--- config.mk ---
export PLATFORM = sky130hd
export DESIGN_NAME = xbar_forward_arbiter
export DESIGN_NICKNAME = d
export VERILOG_FILES = /design/src/rtl/xbar_pkg.sv /design/src/rtl/rr_pick.sv /design/src/rtl/xbar_forward_arbiter.sv
export SDC_FILE = /design/constraint.sdc
export NUM_CORES = 1
export LEC_CHECK = 0
export BUFFER_PORTS_ARGS = -buffer_cell sky130_fd_sc_hd__clkbuf_2
export CORE_AREA = 4 4 41 43
export CTS_CLUSTER_SIZE = 16
export DETAILED_ROUTE_END_ITERATION = 12
export DIE_AREA = 0 0 45 47
export PLACE_DENSITY = 0.42
export SLEW_MARGIN = 10
export SYNTH_ARGS = -nofsm -noshare
export SYNTH_HDL_FRONTEND = slang
export SYNTH_SLANG_ARGS = --single-unit
--- constraint.sdc ---
create_clock -name ACLK -period 1.5 [get_ports ACLK]
set_clock_uncertainty 0.15 [all_clocks]
set_input_delay 0.15 -clock ACLK [delete_from_list [all_inputs] [get_ports ACLK]]
set_output_delay 0.15 -clock ACLK [all_outputs]
set_load 0.05 [all_outputs]
--- src/rtl/xbar_pkg.sv ---
// Shared types and width helpers for the crossbar arbiters.
package xbar_pkg;

  typedef enum logic {ARB_IDLE, ARB_WLOCK} arb_state_e;

  // Index width that never collapses to zero for a single-entry range.
  function automatic int unsigned clog2_safe(input int unsigned n);
    return (n > 1) ? $clog2(n) : 1;
  endfunction

endpackage

--- src/rtl/rr_pick.sv ---
// Combinational round-robin picker: first set request at or after ptr, wrapping at masters.
module rr_pick #(
  parameter int unsigned masters = 2,
  parameter int unsigned MST_W   = 1
) (
  input  logic [masters-1:0] req,
  input  logic [MST_W-1:0]   ptr,
  output logic [MST_W-1:0]   winner,
  output logic               any
);

  localparam int unsigned IW = MST_W + 1;

  logic [IW-1:0] idx;

  always_comb begin
    winner = '0;
    any    = 1'b0;
    idx    = '0;
    for (int i = 0; i < int'(masters); i++) begin
      idx = {1'b0, ptr} + IW'(i);
      // Explicit wrap so non-power-of-two master counts stay in range.
      if (idx >= IW'(masters)) idx = idx - IW'(masters);
      if (!any && req[idx[MST_W-1:0]]) begin
        winner = idx[MST_W-1:0];
        any    = 1'b1;
      end
    end
  end

endmodule

--- src/rtl/xbar_forward_arbiter.sv ---
// Per-slave round-robin arbiter for one forward channel (AR or AW); the AW flavour
// holds the slave's W path for the winning master until its WLAST beat is pushed.
module xbar_forward_arbiter
  import xbar_pkg::*;
#(
  parameter int unsigned masters           = 2,
  parameter int unsigned slaves            = 2,
  parameter int unsigned i_am_slave_number = 0,
  parameter int unsigned LOCK_WDATA        = 0
) (
  input  logic                                      ACLK,
  input  logic                                      ARESETn,
  input  logic [masters-1:0]                        master_fifo_empty,
  input  logic [masters-1:0][clog2_safe(slaves)-1:0] master_dest_slave,
  input  logic                                      slave_fifo_full,
  input  logic                                      wdata_push,
  input  logic                                      wdata_last,
  output logic                                      grant_valid,
  output logic [clog2_safe(masters)-1:0]            grant_master_number,
  output logic                                      slave_fifo_push,
  output logic                                      wlock_valid,
  output logic [clog2_safe(masters)-1:0]            wlock_master_number
);

  localparam int unsigned MST_W = clog2_safe(masters);
  localparam int unsigned SLV_W = clog2_safe(slaves);

  localparam logic [SLV_W-1:0] MySlave = SLV_W'(i_am_slave_number);
  localparam logic [MST_W-1:0] LastMst = MST_W'(masters - 1);
  localparam bit               LockEn  = (LOCK_WDATA != 0);

  logic [masters-1:0] req;
  logic [MST_W-1:0]   winner;
  logic               any;
  logic               accept;

  logic [MST_W-1:0]   rr_ptr_q, rr_ptr_d;
  logic [MST_W-1:0]   owner_q, owner_d;
  logic [MST_W-1:0]   last_q, last_d;
  arb_state_e         state_q, state_d;

  always_comb begin
    req = '0;
    for (int unsigned m = 0; m < masters; m++) begin
      req[m] = !master_fifo_empty[m] && (master_dest_slave[m] == MySlave);
    end
  end

  rr_pick #(
    .masters (masters),
    .MST_W   (MST_W)
  ) u_rr_pick (
    .req    (req),
    .ptr    (rr_ptr_q),
    .winner (winner),
    .any    (any)
  );

  // Gated by ARESETn so the grant drops the instant reset asserts, without a clock.
  assign accept = ARESETn && any && !slave_fifo_full && (!LockEn || state_q == ARB_IDLE);

  always_comb begin
    rr_ptr_d = rr_ptr_q;
    owner_d  = owner_q;
    last_d   = last_q;
    state_d  = state_q;
    if (accept) begin
      rr_ptr_d = (winner == LastMst) ? '0 : winner + MST_W'(1);
      last_d   = winner;
      if (LockEn) begin
        state_d = ARB_WLOCK;
        owner_d = winner;
      end
    end else if (state_q == ARB_WLOCK && wdata_push && wdata_last) begin
      state_d = ARB_IDLE;
    end
  end

  always_ff @(posedge ACLK or negedge ARESETn) begin
    if (!ARESETn) begin
      rr_ptr_q <= '0;
      owner_q  <= '0;
      last_q   <= '0;
      state_q  <= ARB_IDLE;
    end else begin
      rr_ptr_q <= rr_ptr_d;
      owner_q  <= owner_d;
      last_q   <= last_d;
      state_q  <= state_d;
    end
  end

  always_comb begin
    grant_valid         = accept;
    slave_fifo_push     = accept;
    grant_master_number = accept ? winner : last_q;
    wlock_valid         = LockEn && (state_q == ARB_WLOCK);
    wlock_master_number = LockEn ? owner_q : '0;
  end

endmodule
Word-level counts from Yosys, hierarchy flattened
Index checks and enable logic that the tools add are counted.
{"block": "word_totals", "regBits": 2, "in_bits": 9, "out_inout_bits": 5, "wordCells": 33}
{"block": "op_classes", "addsub": 4, "order_cmp": 4, "n_mux": 12, "bitwise_logic": 2, "n_reduce_logical": 9}
{"cell": "$mux 1", "n": 12}
{"cell": "$logic_and 1x1->1", "n": 5}
{"cell": "$logic_not 1->1", "n": 4}
{"cell": "$lt 1x2->1 const B", "n": 2}
{"cell": "$add 1x1->2 const B", "n": 1}
{"cell": "$ge 1x2->1 const B", "n": 1}
{"cell": "$ge 2x2->1 const B", "n": 1}
{"cell": "$not 1->1", "n": 2}
{"cell": "$sub 1x1->1 const B", "n": 2}
{"cell": "$add 1x1->1 const B", "n": 1}

Logic depth before layout (Yosys ltp)
{"block": "logic_depth", "depth_word": 11, "depth_mapped": 3, "depth_no_buf": 3}

Modules after synthesis
A second synthesis with hierarchy kept.
{"block": "hier_totals", "hier_cells": 16, "area_unflattened_um2": 153.9}
{"module": "xbar_forward_arbiter", "instances": 1, "cells_per_inst": 13, "area_each_um2": 136.4, "seq_area_each_um2": 50.0}
{"module": "rr_pick", "instances": 1, "cells_per_inst": 3, "area_each_um2": 17.5, "seq_area_each_um2": 0.0}

Least setup slack after synthesis
No wires, ideal clock.
{"block": "synth_path", "path_type": "input port to output port", "startpoint": "input master_dest_slave[1] in the netlist's numbering", "endpoint": "output slave_fifo_push", "arrival_time_ps": 1376, "required_time_ps": 1200, "path_slack_ps": -176, "path_stages": 3, "n_path_buf": 1, "cell_sequence": "o22a_2 nor2_1 buf_4"}
{"block": "synth_via", "elab_chain_len": 10, "word_cells_on_any_way": 12, "cone_classes": "6 x mux; 1 x bitwise; 5 x reduce/logical"}
{"element": "start: declaration", "line": "xbar_forward_arbiter.sv:14", "source": "input logic [masters-1:0][clog2_safe(slaves)-1:0] master_dest_slave,"}
{"element": "$not 1->1 *", "line": "xbar_forward_arbiter.sv:45", "source": "req[m] = !master_fifo_empty[m] && (master_dest_slave[m] == MySlave);"}
{"element": "$logic_and 1x1->1 *", "line": "xbar_forward_arbiter.sv:45"}
{"element": "$mux 1 (not written as such) (2 in a row)", "line": "rr_pick.sv:24", "source": "if (!any && req[idx[MST_W-1:0]]) begin"}
{"element": "$mux 1", "line": "rr_pick.sv:24"}
{"element": "$logic_not 1->1", "line": "rr_pick.sv:24"}
{"element": "$logic_and 1x1->1", "line": "rr_pick.sv:24"}
{"element": "$mux 1 *", "line": "rr_pick.sv:24"}
{"element": "$logic_and 1x1->1 * (2 in a row)", "line": "xbar_forward_arbiter.sv:60", "source": "assign accept = ARESETn && any && !slave_fifo_full && (!LockEn || state_q == ARB_IDLE);"}
{"element": "end: declaration", "line": "xbar_forward_arbiter.sv:20", "source": "output logic slave_fifo_push,"}
Mark *: on every way between the ends. The rest lies on a longest branch, timed or not. The select of a mux whose other input is x is not followed.

Worst setup path after layout
{"block": "layout_path", "startpoint": "register rr_ptr_q", "endpoint": "output grant_master_number"}
{"block": "layout_via", "elab_chain_len": 11, "word_cells_on_any_way": 20, "cone_classes": "3 x add/sub; 2 x order compare; 11 x mux; 4 x reduce/logical"}
{"element": "start: declaration", "line": "xbar_forward_arbiter.sv:37", "source": "logic [MST_W-1:0] rr_ptr_q, rr_ptr_d;"}
{"element": "start signal: assignment", "line": "xbar_forward_arbiter.sv:86", "source": "rr_ptr_q <= rr_ptr_d;"}
{"element": "$ge 1x2->1 or $sub 1x1->1 (tied branches)", "line": "rr_pick.sv:23", "source": "if (idx >= IW'(masters)) idx = idx - IW'(masters);"}
{"element": "$mux 1", "line": "rr_pick.sv:23"}
{"element": "$mux 1 (not written as such) (2 in a row)", "line": "rr_pick.sv:24"}
{"element": "$mux 1", "line": "rr_pick.sv:24"}
{"element": "$logic_not 1->1", "line": "rr_pick.sv:24"}
{"element": "$logic_and 1x1->1", "line": "rr_pick.sv:24"}
{"element": "$mux 1", "line": "rr_pick.sv:24"}
{"element": "$logic_and 1x1->1 (2 in a row)", "line": "xbar_forward_arbiter.sv:60"}
{"element": "$mux 1 *", "line": "xbar_forward_arbiter.sv:96", "source": "grant_master_number = accept ? winner : last_q;"}
{"element": "end: declaration", "line": "xbar_forward_arbiter.sv:19", "source": "output logic [clog2_safe(masters)-1:0] grant_master_number,"}
Marked as above.

==> summary.md <==
| Metric | Value |
|---|---|
| Pin count of the biggest net entering global routing | `4` |
| Final setup vio count | `0` |
| Routed wire length per instance | `10.3 um` |
| Startpoint types | `flop` |
| Reg-to-reg setup timing slack | `0.43 ns` |
| Portion of synthesized cell area occupied by the leading cell type | `31.0%` |
| First-pass iteration count of the detailed router | `2` |
| Residual DRC count | `0` |
| Outcome | `finished, final reports clean` |
| Worst EP arrival | `1.10 ns` |
| Die footprint | `2120 um2` |
| Die boundary height | `47 um` |
| Top cells by instance count after synthesis | `3 x sky130_fd_sc_hd__buf_4, 2 x sky130_fd_sc_hd__dfrtp_1` |
| RSZ-0062 raised after global routing | `no` |
| Critical path startpoint | `rr_ptr_q` |
| Number of endpoints with negative hold slack in the final report | `0` |
| Ratio of cells with drive above 1 in the final layout | `61.5%` |
| #FFs+latches synth | `2` |
| Global routing usage summed across all routing layers | `5.61%` |
| Gate Count Post-Synth | `15` |
| Category of the worst setup path capture point | `output pin` |
| Unique cell type count in the Yosys netlist | `12` |
| Via-per-instance ratio | `3.76` |
| Library cell with the highest instance count after synthesis | `sky130_fd_sc_hd__buf_4` |
| Dominant synthesized flop cell | `sky130_fd_sc_hd__dfrtp_1` |
| Clk buf depth | `2` |
| Worst-case vdd ir drop | `0.000298 V` |
| # nets final | `37` |
| End of the worst register-to-register path | `rr_ptr_q` |
| Largest family of logic cells by synthesized area | `simple AND/OR/NAND/NOR gates` |
| Worst path cell trace | `a22oi_1, nand2_1, clkbuf_2` |
| Startpoint of the lowest-slack register-to-register path | `rr_ptr_q` |
| TritonCTS Sinks | `2` |
| Mean cell area of the mapped netlist | `10.8 um2` |
| EDFF count, synth | `0` |
| Placeable Area | `1300 um2` |
| Worst Path Class, Setup | `reg2out` |
| Critical Path Max Stage Delay | `0.38 ns` |
| Global-route wire length before repair | `786 um` |
| Leading cell types by total area after synthesis | `sky130_fd_sc_hd__dfrtp_1 31%, sky130_fd_sc_hd__nor4b_4 15%, sky130_fd_sc_hd__buf_4 14%, sky130_fd_sc_hd__nand2b_4 8.5%, sky130_fd_sc_hd__o22a_2 6.2%` |
| Mux share of post-synthesis cell area | `0%` |
| Post-layout utilization of the core | `18.6%` |
| Filler cell count | `147` |
| Max Fanout on Critical Path | `3` |
| Final antenna diode count | `0` |
| Via count of the first global-routing pass | `193` |
| Hold path depth | `2` |
| Total wirelength of the detailed-routed design | `422 um` |
| Detailed Route Iter0 Violations | `1` |
| Area fraction in and, or, nand and nor cells after synthesis | `32.6%` |
| Pwr per Cell Area | `1080 nW/um2` |
| Number of clock buffers inserted by TritonCTS | `3` |
| Xor and xnor fraction of the mapped netlist area | `0%` |
| Sequential element share of the synthesized area | `31.0%` |
| Count of max-cap constraint violations | `0` |
| Final TNS setup | `0 ns` |
| Post-synthesis instance area | `161 um2` |
| Tmin final | `1.40 ns` |
| Root buffer cell | `sky130_fd_sc_hd__clkbuf_4` |
| Number of resized instances in the post-cts repair step | `0` |
| Antenna violations before repair | `0` |
| Final max-slew violation count | `0` |
| IO buf count | `9` |
| Slowest stage cell, crit path | `sky130_fd_sc_hd__dfrtp_1` |
| Share of synthesized flip-flops with an asynchronous set or reset | `100%` |
| Number of vias after detailed routing | `154` |
| CP Data Required Time | `1.20 ns` |
| Endpoint of the most critical setup path | `grant_master_number` |
| Portion of the clock cycle consumed by the worst path in the final layout | `93.2%` |
| Share of the synthesized area in compound gates (AO/OA/AOI/OAI) | `20.2%` |
| Global route overflow | `0` |
| Setup Buffers After CTS | `0` |
| Routability congestion estimate from global placement | `0.741` |
| Horizontal die dimension | `45 um` |
| Number of warning messages in the yosys log | `0` |
| Fmax | `0.715 GHz` |
| Area growth syn-to-layout | `49.6%` |
| Placement Rows | `13` |
| Number of placed I/O pins | `14` |
| Initial cell density of the core | `12.4%` |
| Leakage power total | `0.115 nW` |
| TritonCTS clock tree | `yes` |
| H-tree levels | `1` |
| Insertion delay of the later-clocked pin in the worst-skew pair | `0.22 ns` |
| Cell depth of the worst flop-to-flop path | `1` |
| Number of nets still failing antenna checks after routing | `0` |
| Largest area contributor in the synthesized netlist | `sky130_fd_sc_hd__dfrtp_1` |
| Post-synthesis share of cell area spent on full adders, half adders and majority gates | `0%` |
| Kind of path behind the tightest hold check | `in2reg` |
| Clock-pin slew reported for the worst setup and hold paths after clock tree synthesis | `0.03 ns` |
## worst max-delay path: cells and delay by family, from the launching register on
| family | cells | cell delay [ns] |
|---|---|---|
| flops | 1 | 0.38 |
| buf+inv | 1 | 0.24 |
| compound gates | 1 | 0.16 |
| simple gates | 1 | 0.10 |
## where the power goes
group	switching (W)	total, W	internal [W]
registers	0.00000686	0.0000707	0.0000638
clock network	0.0000283	0.000116	0.0000881
logic	0.0000469	0.0000745	0.0000275
total	0.0000821	0.000261	0.000179
## worst min path at each step
stage | start | endpoint
floorplan | ARESETn | last_q
global placement | ARESETn | rr_ptr_q
detailed placement | ARESETn | last_q
CTS | master_dest_slave[0] | rr_ptr_q
global route | master_dest_slave[0] | rr_ptr_q
finish | master_dest_slave[0] | rr_ptr_q
## metrics by stage
stage | hold slack (ns) | area, um2 | instances | setup slack [ns] | power (W)
after global placement | -0.179 | 209 | 37 | 0.147 | 0.000141
after CTS | 0.0127 | 241 | 41 | 0.0956 | 0.000270
after global routing | 0.0235 | 241 | 41 | 0.0455 | 0.000276
after detailed placement | -0.177 | 209 | 37 | 0.166 | 0.000144
after floorplan | -0.296 | 168 | 16 | 0.0919 | 0.000124
final | 0.0158 | 241 | 41 | 0.102 | 0.000261
## what timing repair did
item                                    CTS  global route
endpoints found under the setup margin    0             0
endpoints found under the hold margin     2             0
hold buffers                              1             0
## per-layer routing
metal | share of wire (%) | track usage [%]
met3 | 9.5 | 1.53
met4 | 0 | 7.02
met5 | 0 | 0
met1 | 55 | 6.82
met2 | 36 | 7.06
## logic make-up (layout without fill, tap and decap cells)
logic type | count (synthesis) | count (layout)
and+or+nand+nor | 5 | 5
AOI/OAI and AO/OA | 4 | 4
other | 1 | 2
DFF | 2 | 2
buffers and inverters | 3 | 13
## registers in the layout (all words and copies together) (netlist names)
| name | flops |
|---|---|
| rr_ptr_q | 1 |
| last_q | 1 |
## final cells by class
class	instances	area, um2	area share (%)
Multi-Input combinational cell	11	95.1	39.4
Timing Repair Buffer	10	55.1	22.8
Sequential cell	2	50.0	20.7
Clock buffer	3	22.5	9.33
Tap cell	15	18.8	7.77
## placed cells by master, fill, tap and decap left out, drive strengths merged
master,n
nand2,1
clkbuf,12
nor4b,1
dfrtp,2
o22ai,1
conb,2
o41ai,1
or2b,1
a22oi,1
nor2,1
nand2b,1
dlygate4sd3,1
o22a,1
No activity file was read; power rests on OpenSTA's default activity.
